<file path="src/rtl/stopwatch_pkg.sv">
// stopwatch_pkg: shared definitions for the stopwatch front-end control.
//   state_e                 - FSM state encoding (IDLE/RUN/PAUSE)
//   DEF_DEBOUNCE_CYCLES     - default debounce length (cycles)
//   DEF_TICK_DIV            - default clk cycles per count step
package stopwatch_pkg;

    typedef enum logic [1:0] {
        ST_IDLE  = 2'b00,
        ST_RUN   = 2'b01,
        ST_PAUSE = 2'b10
    } state_e;

    localparam int DEF_DEBOUNCE_CYCLES = 4;
    localparam int DEF_TICK_DIV        = 10;

endpackage

</file>
<file path="src/rtl/stopwatch_button_debounce.sv">
// button_debounce: 2-flop synchroniser, debounce counter and press detector
// for one raw pushbutton.
//   clk      - clock, rising edge
//   reset    - synchronous active-high reset
//   btn_raw  - asynchronous raw button level, active-high
//   press    - one-cycle pulse on the rising edge of the debounced level
import stopwatch_pkg::*;

module button_debounce #(
    parameter int DEBOUNCE_CYCLES = DEF_DEBOUNCE_CYCLES
) (
    input  logic clk,
    input  logic reset,
    input  logic btn_raw,
    output logic press
);

    localparam int CW = (DEBOUNCE_CYCLES > 1) ? $clog2(DEBOUNCE_CYCLES) : 1;
    localparam logic [CW-1:0] CNT_LAST = CW'(DEBOUNCE_CYCLES - 1);

    logic          sync1_q, sync2_q;
    logic [CW-1:0] cnt_q, cnt_d;
    logic          stable_q, stable_d;
    logic          stable_prev_q;

    always_comb begin
        cnt_d    = '0;
        stable_d = stable_q;
        if (sync2_q != stable_q) begin
            // Flip on the last of DEBOUNCE_CYCLES consecutive differing cycles.
            if (cnt_q == CNT_LAST) begin
                stable_d = ~stable_q;
            end else begin
                cnt_d = cnt_q + 1'b1;
            end
        end
    end

    always_ff @(posedge clk) begin
        if (reset) begin
            sync1_q       <= 1'b0;
            sync2_q       <= 1'b0;
            cnt_q         <= '0;
            stable_q      <= 1'b0;
            stable_prev_q <= 1'b0;
        end else begin
            sync1_q       <= btn_raw;
            sync2_q       <= sync1_q;
            cnt_q         <= cnt_d;
            stable_q      <= stable_d;
            stable_prev_q <= stable_q;
        end
    end

    // Releases (falling edges of stable) produce nothing.
    assign press = stable_q & ~stable_prev_q;

endmodule

</file>
<file path="src/rtl/stopwatch_ctrl.sv">
// stopwatch_ctrl: button front-end, IDLE/RUN/PAUSE FSM and count-rate
// prescaler driving the single-digit stopwatch counter.
//   clk, reset    - clock and synchronous active-high reset
//   btn_start     - raw start/resume button
//   btn_stop      - raw stop (pause) button
//   btn_clear     - raw clear button
//   start_resume  - one-cycle count-step pulse, once per TICK_DIV in RUN
//   stop          - high while paused
//   clear         - one-cycle registered pulse after a clear press
//   running       - high while in RUN
import stopwatch_pkg::*;

module stopwatch_ctrl #(
    parameter int DEBOUNCE_CYCLES = DEF_DEBOUNCE_CYCLES,
    parameter int TICK_DIV        = DEF_TICK_DIV
) (
    input  logic clk,
    input  logic reset,
    input  logic btn_start,
    input  logic btn_stop,
    input  logic btn_clear,
    output logic start_resume,
    output logic stop,
    output logic clear,
    output logic running
);

    localparam int PW = $clog2(TICK_DIV);
    localparam logic [PW-1:0] PRESC_LAST = PW'(TICK_DIV - 1);

    logic start_press, stop_press, clear_press;
    logic start_take, stop_take;

    state_e        state_q, state_d;
    logic [PW-1:0] presc_q, presc_d;
    logic          clear_q, clear_d;

    button_debounce #(.DEBOUNCE_CYCLES(DEBOUNCE_CYCLES)) u_db_start (
        .clk(clk), .reset(reset), .btn_raw(btn_start), .press(start_press)
    );
    button_debounce #(.DEBOUNCE_CYCLES(DEBOUNCE_CYCLES)) u_db_stop (
        .clk(clk), .reset(reset), .btn_raw(btn_stop), .press(stop_press)
    );
    button_debounce #(.DEBOUNCE_CYCLES(DEBOUNCE_CYCLES)) u_db_clear (
        .clk(clk), .reset(reset), .btn_raw(btn_clear), .press(clear_press)
    );

    // Priority clear > stop > start: lower presses in the same cycle are dropped.
    assign stop_take  = stop_press  & ~clear_press;
    assign start_take = start_press & ~stop_press & ~clear_press;

    always_comb begin
        state_d = state_q;
        presc_d = presc_q;
        clear_d = 1'b0;
        if (clear_press) begin
            state_d = ST_IDLE;
            presc_d = '0;
            clear_d = 1'b1;
        end else begin
            unique case (state_q)
                ST_IDLE: begin
                    presc_d = '0;
                    if (start_take) state_d = ST_RUN;
                end
                ST_RUN: begin
                    if (stop_take) begin
                        // Prescaler holds so resume finishes the partial interval.
                        state_d = ST_PAUSE;
                    end else begin
                        presc_d = (presc_q == PRESC_LAST) ? '0 : presc_q + 1'b1;
                    end
                end
                ST_PAUSE: begin
                    if (start_take) state_d = ST_RUN;
                end
                default: begin
                    state_d = ST_IDLE;
                    presc_d = '0;
                end
            endcase
        end
    end

    always_ff @(posedge clk) begin
        if (reset) begin
            state_q <= ST_IDLE;
            presc_q <= '0;
            clear_q <= 1'b0;
        end else begin
            state_q <= state_d;
            presc_q <= presc_d;
            clear_q <= clear_d;
        end
    end

    assign start_resume = (state_q == ST_RUN) && (presc_q == PRESC_LAST);
    assign stop         = (state_q == ST_PAUSE);
    assign running      = (state_q == ST_RUN);
    assign clear        = clear_q;

endmodule
</file>
<file path="config.mk">
export PLATFORM = sky130hd
export DESIGN_NAME = stopwatch_ctrl
export DESIGN_NICKNAME = d
export VERILOG_FILES = /design/src/rtl/stopwatch_pkg.sv /design/src/rtl/stopwatch_button_debounce.sv /design/src/rtl/stopwatch_ctrl.sv
export SDC_FILE = /design/constraint.sdc
export NUM_CORES = 1
export LEC_CHECK = 0
export ABC_AREA = 1
export ABC_CLOCK_PERIOD_IN_PS = 2200
export CAP_MARGIN = 40
export CORE_AREA = 3 3 65 49
export DETAILED_ROUTE_END_ITERATION = 12
export DIE_AREA = 0 0 68 52
export GPL_TIMING_DRIVEN = 0
export REMOVE_ABC_BUFFERS = 1
export SLEW_MARGIN = 0
export SYNTH_ARGS = -nofsm -noshare
export SYNTH_HDL_FRONTEND = slang
export SYNTH_SLANG_ARGS = --single-unit
</file>
<file path="constraint.sdc">
create_clock -name clk -period 2.2 [get_ports clk]
set_input_delay 0.44 -clock clk [delete_from_list [all_inputs] [get_ports clk]]
set_output_delay 0.44 -clock clk [all_outputs]
set_load 0.1 [all_outputs]
</file>
==> impl_metrics.ini, run 1 <==
[setup_path]
path_class = reg2out
arrival_ps = 1630
startpoint_type = flop
cp.required_ps = 1760
cp_top_family = buffers and inverters
crit_fanout = 6
cpPeakStageDelay_ps = 500
crit_buf_inv = 3
cp-end-kind = output port
crit_slowest_cell = clkdlybuf4s50_1
ff2ff_setup_slack_ps = 1000
path_cells = nand2_1 > inv_1 > clkdlybuf4s50_1 > buf_8

[placed_design]
io_buffers = 8
placed_cells = 180
gp_congestion = 0.8050
pre_cts_ws_ps = 186.7
dpl.hpwl_um = 1209

[finish]
syn_to_final_growth_pct = 21.84
antenna_cells = 0
nets = 158
final_util_pct = 46.83
drive_gt1_share_pct = 12.93
fill_cells = 260
final_cells = 183

[routing]
routed-via-count = 806
vias_per_cell = 4.404
detail-route-antenna-nets = 0
route.detailed.drc = 0
wl_um = 1568
drtIter0Drc = 27
drt-pass1-iter-count = 4
wl_per_cell_um = 8.568

[synth]
synth_ff_type = dfxtp_1
ys_warn_count = 0
synthArstFlopShare_pct = 0
ys_ff_latch = 25
synth_top_area_cell = dfxtp_1
yosys-top-cells-area = dfxtp_1 49%, nor2_1 11%, inv_1 8.7%
synth_edf_count = 0
synth_commonest_cells = 29 x nor2_1, 25 x dfxtp_1, 24 x inv_1
avgSynthCellArea_um2 = 7.752
synthCells = 133
ys_seq_area_share_pct = 48.54
synth_top_area_share_pct = 48.54
yosysUniqueCellTypes = 17
synth.most_common_cell = nor2_1
netlist_area_um2 = 1031

[timing]
finalCritPeriodShare_pct = 94.31
fmax_mhz = 481.9
report.final.slew_viol_count = 0
rsz0062_at_grt = no
hold_viol_final = 0
relSlewSlack_pct = 63.73
fin_ws_ps = 125.1
fin_crit_ps = 2075
finalSetupViolations = 0
worst_pin_slew_ps = 544.0
skew_ps = 6.000
hold_ws_ps = 401.8

[clock_tree]
clkTransAtPathRegs_ps = 80
clk_latency_ps = 260
cts.sinks = 25
cts-htree-levels = 1
cts_made_buffers = 3
hold_buffers = 0
cts_root_buffer = clkbuf_8
post-cts-setup-buffers = 0
clockBufferDepth = 2
cts_tree = done
post_cts_resized = 3

[pwr]
p_per_area_nw_per_um2 = 592.2
ir_drop_mv = 0.3859
static-leakage-power_uw = 0.0005289
power_uw = 743.9

[job]
maxCapViolCount = 0

[floorplanning]
dieArea_um2 = 3536
die_width_um = 68
io_pins = 9
core-area_um2 = 2683
initial_core_util_pct = 38.43
num_rows = 16
die_h_um = 52

[run_status]
run_status = finished clean

[global_route]
grt_use_total_pct = 10.76
grt_pass1_wl_um = 2780
gr-total-overflow = 0
grt_max_degree = 16
grt_antenna_before_repair = 0
grt_pass1_vias = 721

[worst_hold_path]
hold_class = reg2reg
==> per-layer routing <==
layer	track usage, %	up-vias	wire length (um)
li1	-	436	-
met1	12.43	357	811
met2	17.12	9	667
met3	3.888	4	61
met4	5.941	0	27
met5	0	-	0
==> sequential cells by signal, indices dropped and copies added, names as in the netlist, 2 cells and up <==
register / flops
u_db_start.cnt_q: 2
state_q: 2
u_db_stop.cnt_q: 2
u_db_clear.cnt_q: 2
presc_q: 4
==> logic make-up after synthesis <==
family	after synthesis	share of synthesized area, %
DFF	25	48.54
and+or+nand+nor	59	26.09
AOI/OAI and AO/OA	16	9.102
buffers and inverters	28	10.19
adders and majority gates	5	6.068
==> per-stage QoR <==
step | setup TNS [ps] | cell area (um2)
after floorplan | -190.4 | 1027
after global placement | -210.7 | 1152
after detailed placement | 0 | 1212
after CTS | 0 | 1256
after global routing | 0 | 1256
final | 0 | 1256
==> cell usage in the layout, fill, tap and decap left out, types with 2 or more instances in the layout <==
| cell | instances |
|---|---|
| nand2_1 | 16 |
| o211ai_1 | 3 |
| inv_2 | 3 |
| inv_1 | 24 |
| nor2_2 | 2 |
| o21ai_0 | 3 |
| nand3_1 | 7 |
| ha_1 | 5 |
| clkbuf_8 | 3 |
| dfxtp_1 | 24 |
| nor2_1 | 29 |
| a21oi_1 | 8 |
| nor2_4 | 2 |
| clkdlybuf4s50_1 | 7 |
| nand2_2 | 2 |
| buf_8 | 3 |
==> final timing paths <==
| path | startpoint | to | depth (start not counted) |
|---|---|---|---|
| worst max-delay path | state_q[1] | stop | 4 |
| worst min-delay path | u_db_start.sync1_q | u_db_start.sync2_q | 2 |
| worst max register to register | presc_q[1] | presc_q[0] | 7 |
| worst min register to register | u_db_start.sync1_q | u_db_start.sync2_q | 2 |
==> area by class of cell <==
cell class	count	area, um2	share of cell area, %
clock buffer	4	45.04	3.586
inverter	27	101.3	8.068
multi-input combinational	80	425.4	33.86
sequential	25	504.2	40.14
tap	36	45.04	3.586
timing repair buffer	11	135.1	10.76
==> power breakdown <==
part / internal, uW / leakage [uW] / switching, uW
clock network: 129 / 0.0000228 / 129
registers: 458 / 0.000204 / 2.79
logic: 11.7 / 0.000303 / 13.0
==> worst min-delay path, delay by kind of cell, from the launching register on <==
kind / cells / cell delay [ps]
simple gates: 1 / 30
buf+inv: 1 / 40
flops: 1 / 300
Power figures use the tool's default switching activity.
==> inputs of run 2 (changes only) <==
- PLACE_DENSITY: unset -> 0.69
==> run 2 against run 1 <==
Critical path depth unchanged; global-route usage increased by 0.81 points; clock skew is 1.6 ps lower; worst hold slack improved by 2.8 ps; maximum frequency grew 1.1%; final area is 0.30% higher; combinational power is essentially flat; core utilization increased by 0.14 points; wire length is 3.3% higher; clock power up 3%; critical path type unchanged; critical endpoint unchanged; largest power group unchanged.
==> impl_metrics.ini, run 2 (same netlist as run 1, synthesis figures left out) <==
[placed_design]
dpl.hpwl_um = 1241
gp_congestion = 0.7178
io_buffers = 8
placed_cells = 180

[timing]
finalSetupViolations = 0
fmax_mhz = 487.2
fin_crit_ps = 2053
hold_viol_final = 0
worst_pin_slew_ps = 504.6
finalCritPeriodShare_pct = 93.30
skew_ps = 4.395
report.final.slew_viol_count = 0
relSlewSlack_pct = 66.25
rsz0062_at_grt = no

[setup_path]
cp.required_ps = 1760
crit_slowest_cell = clkdlybuf4s50_1
cp_top_family = buffers and inverters
crit_buf_inv = 3
startpoint_type = flop
crit_fanout = 6
cpPeakStageDelay_ps = 510
path_class = reg2out
path_cells = nand2_2 > inv_1 > clkdlybuf4s50_1 > buf_8
arrival_ps = 1610
cp-end-kind = output port

[clock_tree]
cts_tree = done
clkTransAtPathRegs_ps = 80
cts_made_buffers = 3
clockBufferDepth = 2
cts_root_buffer = clkbuf_8
cts-htree-levels = 1
clk_latency_ps = 270
cts.sinks = 25

[routing]
wl_per_cell_um = 8.852
route.detailed.drc = 0
wl_um = 1620
vias_per_cell = 4.219
detail-route-antenna-nets = 0
drtIter0Drc = 15
drt-pass1-iter-count = 4
routed-via-count = 772

[floorplanning]
die_width_um = 68
io_pins = 9
core-area_um2 = 2683
die_h_um = 52
dieArea_um2 = 3536
initial_core_util_pct = 38.43
num_rows = 16

[job]
maxCapViolCount = 0

[worst_hold_path]
hold_class = reg2reg

[finish]
final_cells = 183
antenna_cells = 0
fill_cells = 265
layout_common_cells = 29 x nor2_1, 24 x inv_1, 24 x dfxtp_1
syn_to_final_growth_pct = 22.21
top_register = presc_q
largest_reg_flops = 4
drive_gt1_share_pct = 14.29
final_common_cell = nor2_1
nets = 158

[pwr]
ir_drop_mv = 0.4194
p_per_area_nw_per_um2 = 596.6
static-leakage-power_uw = 0.0005320
power_uw = 751.7

[global_route]
grt_antenna_before_repair = 0
gr-total-overflow = 0
grt_max_degree = 16
grt_pass1_vias = 713
grt_use_total_pct = 11.57
grt_pass1_wl_um = 2960

[run_status]
run_status = finished clean
run 2: cell types whose count changed in the layout (fill, tap and decap cells not counted), sizes merged:
| cell | before | now |
|---|---|---|
| clkinv | 0 | 1 |
| clkbuf | 4 | 3 |
run 2: worst reg2reg max path, stage by stage (launching register included):
cell,delay [ps]
dfxtp_1,360
inv_1,60
ha_1,190
nand3_1,120
nand2_1,110
nor2_2,100
o21ai_2,60
nor2_1,100
run 2: worst paths after layout:
kind                                         start                  to  slack [ps]  cells past startpoint
worst max-delay path                    state_q[1]                stop         150                      4
worst max register to register          presc_q[1]          presc_q[0]        1020                      7
worst min register to register  u_db_start.sync1_q  u_db_start.sync2_q         400                      2
worst min-delay path            u_db_start.sync1_q  u_db_start.sync2_q         400                      2
run 2: area by class of cell:
| type | count | area [um2] | share of cell area, % |
|---|---|---|---|
| clock inverter | 1 | 5.005 | 0.3972 |
| sequential | 25 | 504.2 | 40.02 |
| inverter | 27 | 101.3 | 8.044 |
| clock buffer | 3 | 41.29 | 3.277 |
| multi-input combinational | 80 | 427.9 | 33.96 |
| tap | 36 | 45.04 | 3.575 |
| timing repair buffer | 11 | 135.1 | 10.72 |
run 2: metrics by stage:
step	hold slack, ps	worst slack, ps	cell area (um2)	utilization, %	setup TNS (ps)
detailed placement	396.0	181.3	1212	45.20	0
global route	432.1	46.51	1260	46.97	0
finish	404.6	147.4	1260	46.97	0
CTS	407.7	88.99	1257	46.88	0
global placement	392.2	-193.8	1152	42.96	-193.8
floorplan	388.3	-190.4	1027	-	-190.4
run 2: what timing repair did:
item                                   CTS  global route
hold buffers                             0             0
setup endpoints to repair                1             1
cloned                                   0             0
endpoints found under the hold margin    0             0
buffers inserted                         0             0
gates resized for setup                  3             1
run 2: where the power goes:
part	switching [uW]	leakage [uW]	internal, uW
logic	13.2	0.000303	11.7
registers	2.92	0.000204	458
clock network	140	0.0000255	127
total	156	0.000532	596
run 2: per-layer routing:
metal / vias to the layer above / GRT usage (%) / share of wire [%]
li1: 432 / - / -
met2: 11 / 16.96 / 44
met4: 0 / 6.931 / 2.6
met3: 5 / 3.888 / 4.8
met5: - / 0 / 0
met1: 324 / 14.53 / 49
==> inputs of run 3 (changes only) <==
- ABC_CLOCK_PERIOD_IN_PS: 2200 -> 2120
- clock period: 2.2 -> 2.12 ns (I/O delays scaled with it)
==> run 3 against run 2 <==
Critical path depth stayed put; global-route usage stayed put; non-clock buffer count stayed put; final area hardly changed; register-to-register slack worse by 80 ps; core utilization hardly changed; die area stayed put; worst setup slack worse by 56 ps; via count is 0.13% lower; sequential power is 4% higher.
==> impl_metrics.ini, run 3 (same netlist as run 1, synthesis figures left out) <==
[finish]
top_register = presc_q
antenna_cells = 0
final_area_um2 = 1261
syn_to_final_growth_pct = 22.33
nets = 158
drive_gt1_share_pct = 14.97
layout_common_cells = 29 x nor2_1, 24 x inv_1, 23 x dfxtp_1
final_common_cell = nor2_1
largest_reg_flops = 4

[timing]
hold_viol_final = 0
relSlewSlack_pct = 66.25
rsz0062_at_grt = no
finalCritPeriodShare_pct = 95.71
skew_ps = 4.395
tns_ps = 0
fmax_mhz = 492.9
worst_pin_slew_ps = 504.6
fin_crit_ps = 2029
report.final.slew_viol_count = 0
hold_ws_ps = 404.6
finalSetupViolations = 0
fin_ws_ps = 91.05

[placed_design]
pre_cts_ws_ps = 117.3
dpl.hpwl_um = 1241
gp_congestion = 0.7178
io_buffers = 8
place_area_um2 = 1212

[setup_path]
crit_buf_inv = 3
path_class = reg2out
cpPeakStageDelay_ps = 540
cp-end-kind = output port
cp_top_family = buffers and inverters
startpoint_type = flop
crit_slowest_cell = clkdlybuf4s50_1
path_cells = inv_2 > nor2_4 > clkdlybuf4s50_1 > buf_8
crit_fanout = 4
arrival_ps = 1600
cp.required_ps = 1700

[global_route]
grt_pass1_wl_um = 2960
grt_antenna_before_repair = 0
grt_use_total_pct = 11.57
grt_max_degree = 16
grt_pass1_vias = 713
gr-total-overflow = 0

[pwr]
static-leakage-power_uw = 0.0005325
ir_drop_mv = 0.4352
p_per_area_nw_per_um2 = 618.5

[floorplanning]
num_rows = 16
dieArea_um2 = 3536
die_h_um = 52
die_width_um = 68
core-area_um2 = 2683
io_pins = 9
initial_core_util_pct = 38.43

[clock_tree]
cts_made_buffers = 3
cts_root_buffer = clkbuf_8
cts-htree-levels = 1
hold_buffers = 0
post_cts_resized = 3
clockBufferDepth = 2
cts_tree = done
clk_latency_ps = 270
clkTransAtPathRegs_ps = 80
cts.sinks = 25
post-cts-setup-buffers = 0

[routing]
detail-route-antenna-nets = 0
wl_um = 1621
route.detailed.drc = 0
drt-pass1-iter-count = 4
vias_per_cell = 4.213
wl_per_cell_um = 8.858
drtIter0Drc = 15
routed-via-count = 771

[job]
maxCapViolCount = 0

[run_status]
run_status = finished clean

[worst_hold_path]
hold_class = reg2reg
[run 3: cell type report]
| cell class | count | area, um2 |
|---|---|---|
| clock buffers | 3 | 41.29 |
| clock inverters | 1 | 5.005 |
| fillers | 264 | 1421 |
| inverters | 27 | 101.3 |
| multi-input cells | 80 | 427.9 |
| flip-flops and latches | 25 | 505.5 |
| well taps | 36 | 45.04 |
| repair buffers | 11 | 135.1 |
[run 3: where the power goes]
group | internal (uW) | switching, uW
clock | 131 | 145
combinational | 12.2 | 13.7
sequential | 475 | 3.04
total | 619 | 162
[run 3: through the flow]
stage,utilization [%],total power (uW),cells
3_5_place_dp,45.20,516.6,180
3_3_place_gp,42.96,515.3,176
4_1_cts,46.88,793.4,183
5_1_grt,47.01,818.8,183
2_1_floorplan,-,502.4,132
6_report,47.01,780.1,183
[run 3: worst min-delay path, cell delays in order, from the launching register on]
cell and delay (ps):
dfxtp_1 300, inv_1 40, nor2_1 30
[run 3: worst paths after layout]
check                      from                  to  slack (ps)  depth (start not counted)
min reg2reg  u_db_start.sync1_q  u_db_start.sync2_q         400                          2
min          u_db_start.sync1_q  u_db_start.sync2_q         400                          2
max reg2reg          presc_q[1]          presc_q[0]         940                          7
max                  state_q[0]             running          90                          4
[run 3: metal layers]
| layer | track usage [%] | wire length [um] | share of wire (%) |
|---|---|---|---|
| met4 | 6.931 | 42 | 2.6 |
| met1 | 14.53 | 792 | 49 |
| met3 | 3.888 | 77 | 4.8 |
| met5 | 0 | 0 | 0 |
| met2 | 16.96 | 710 | 44 |
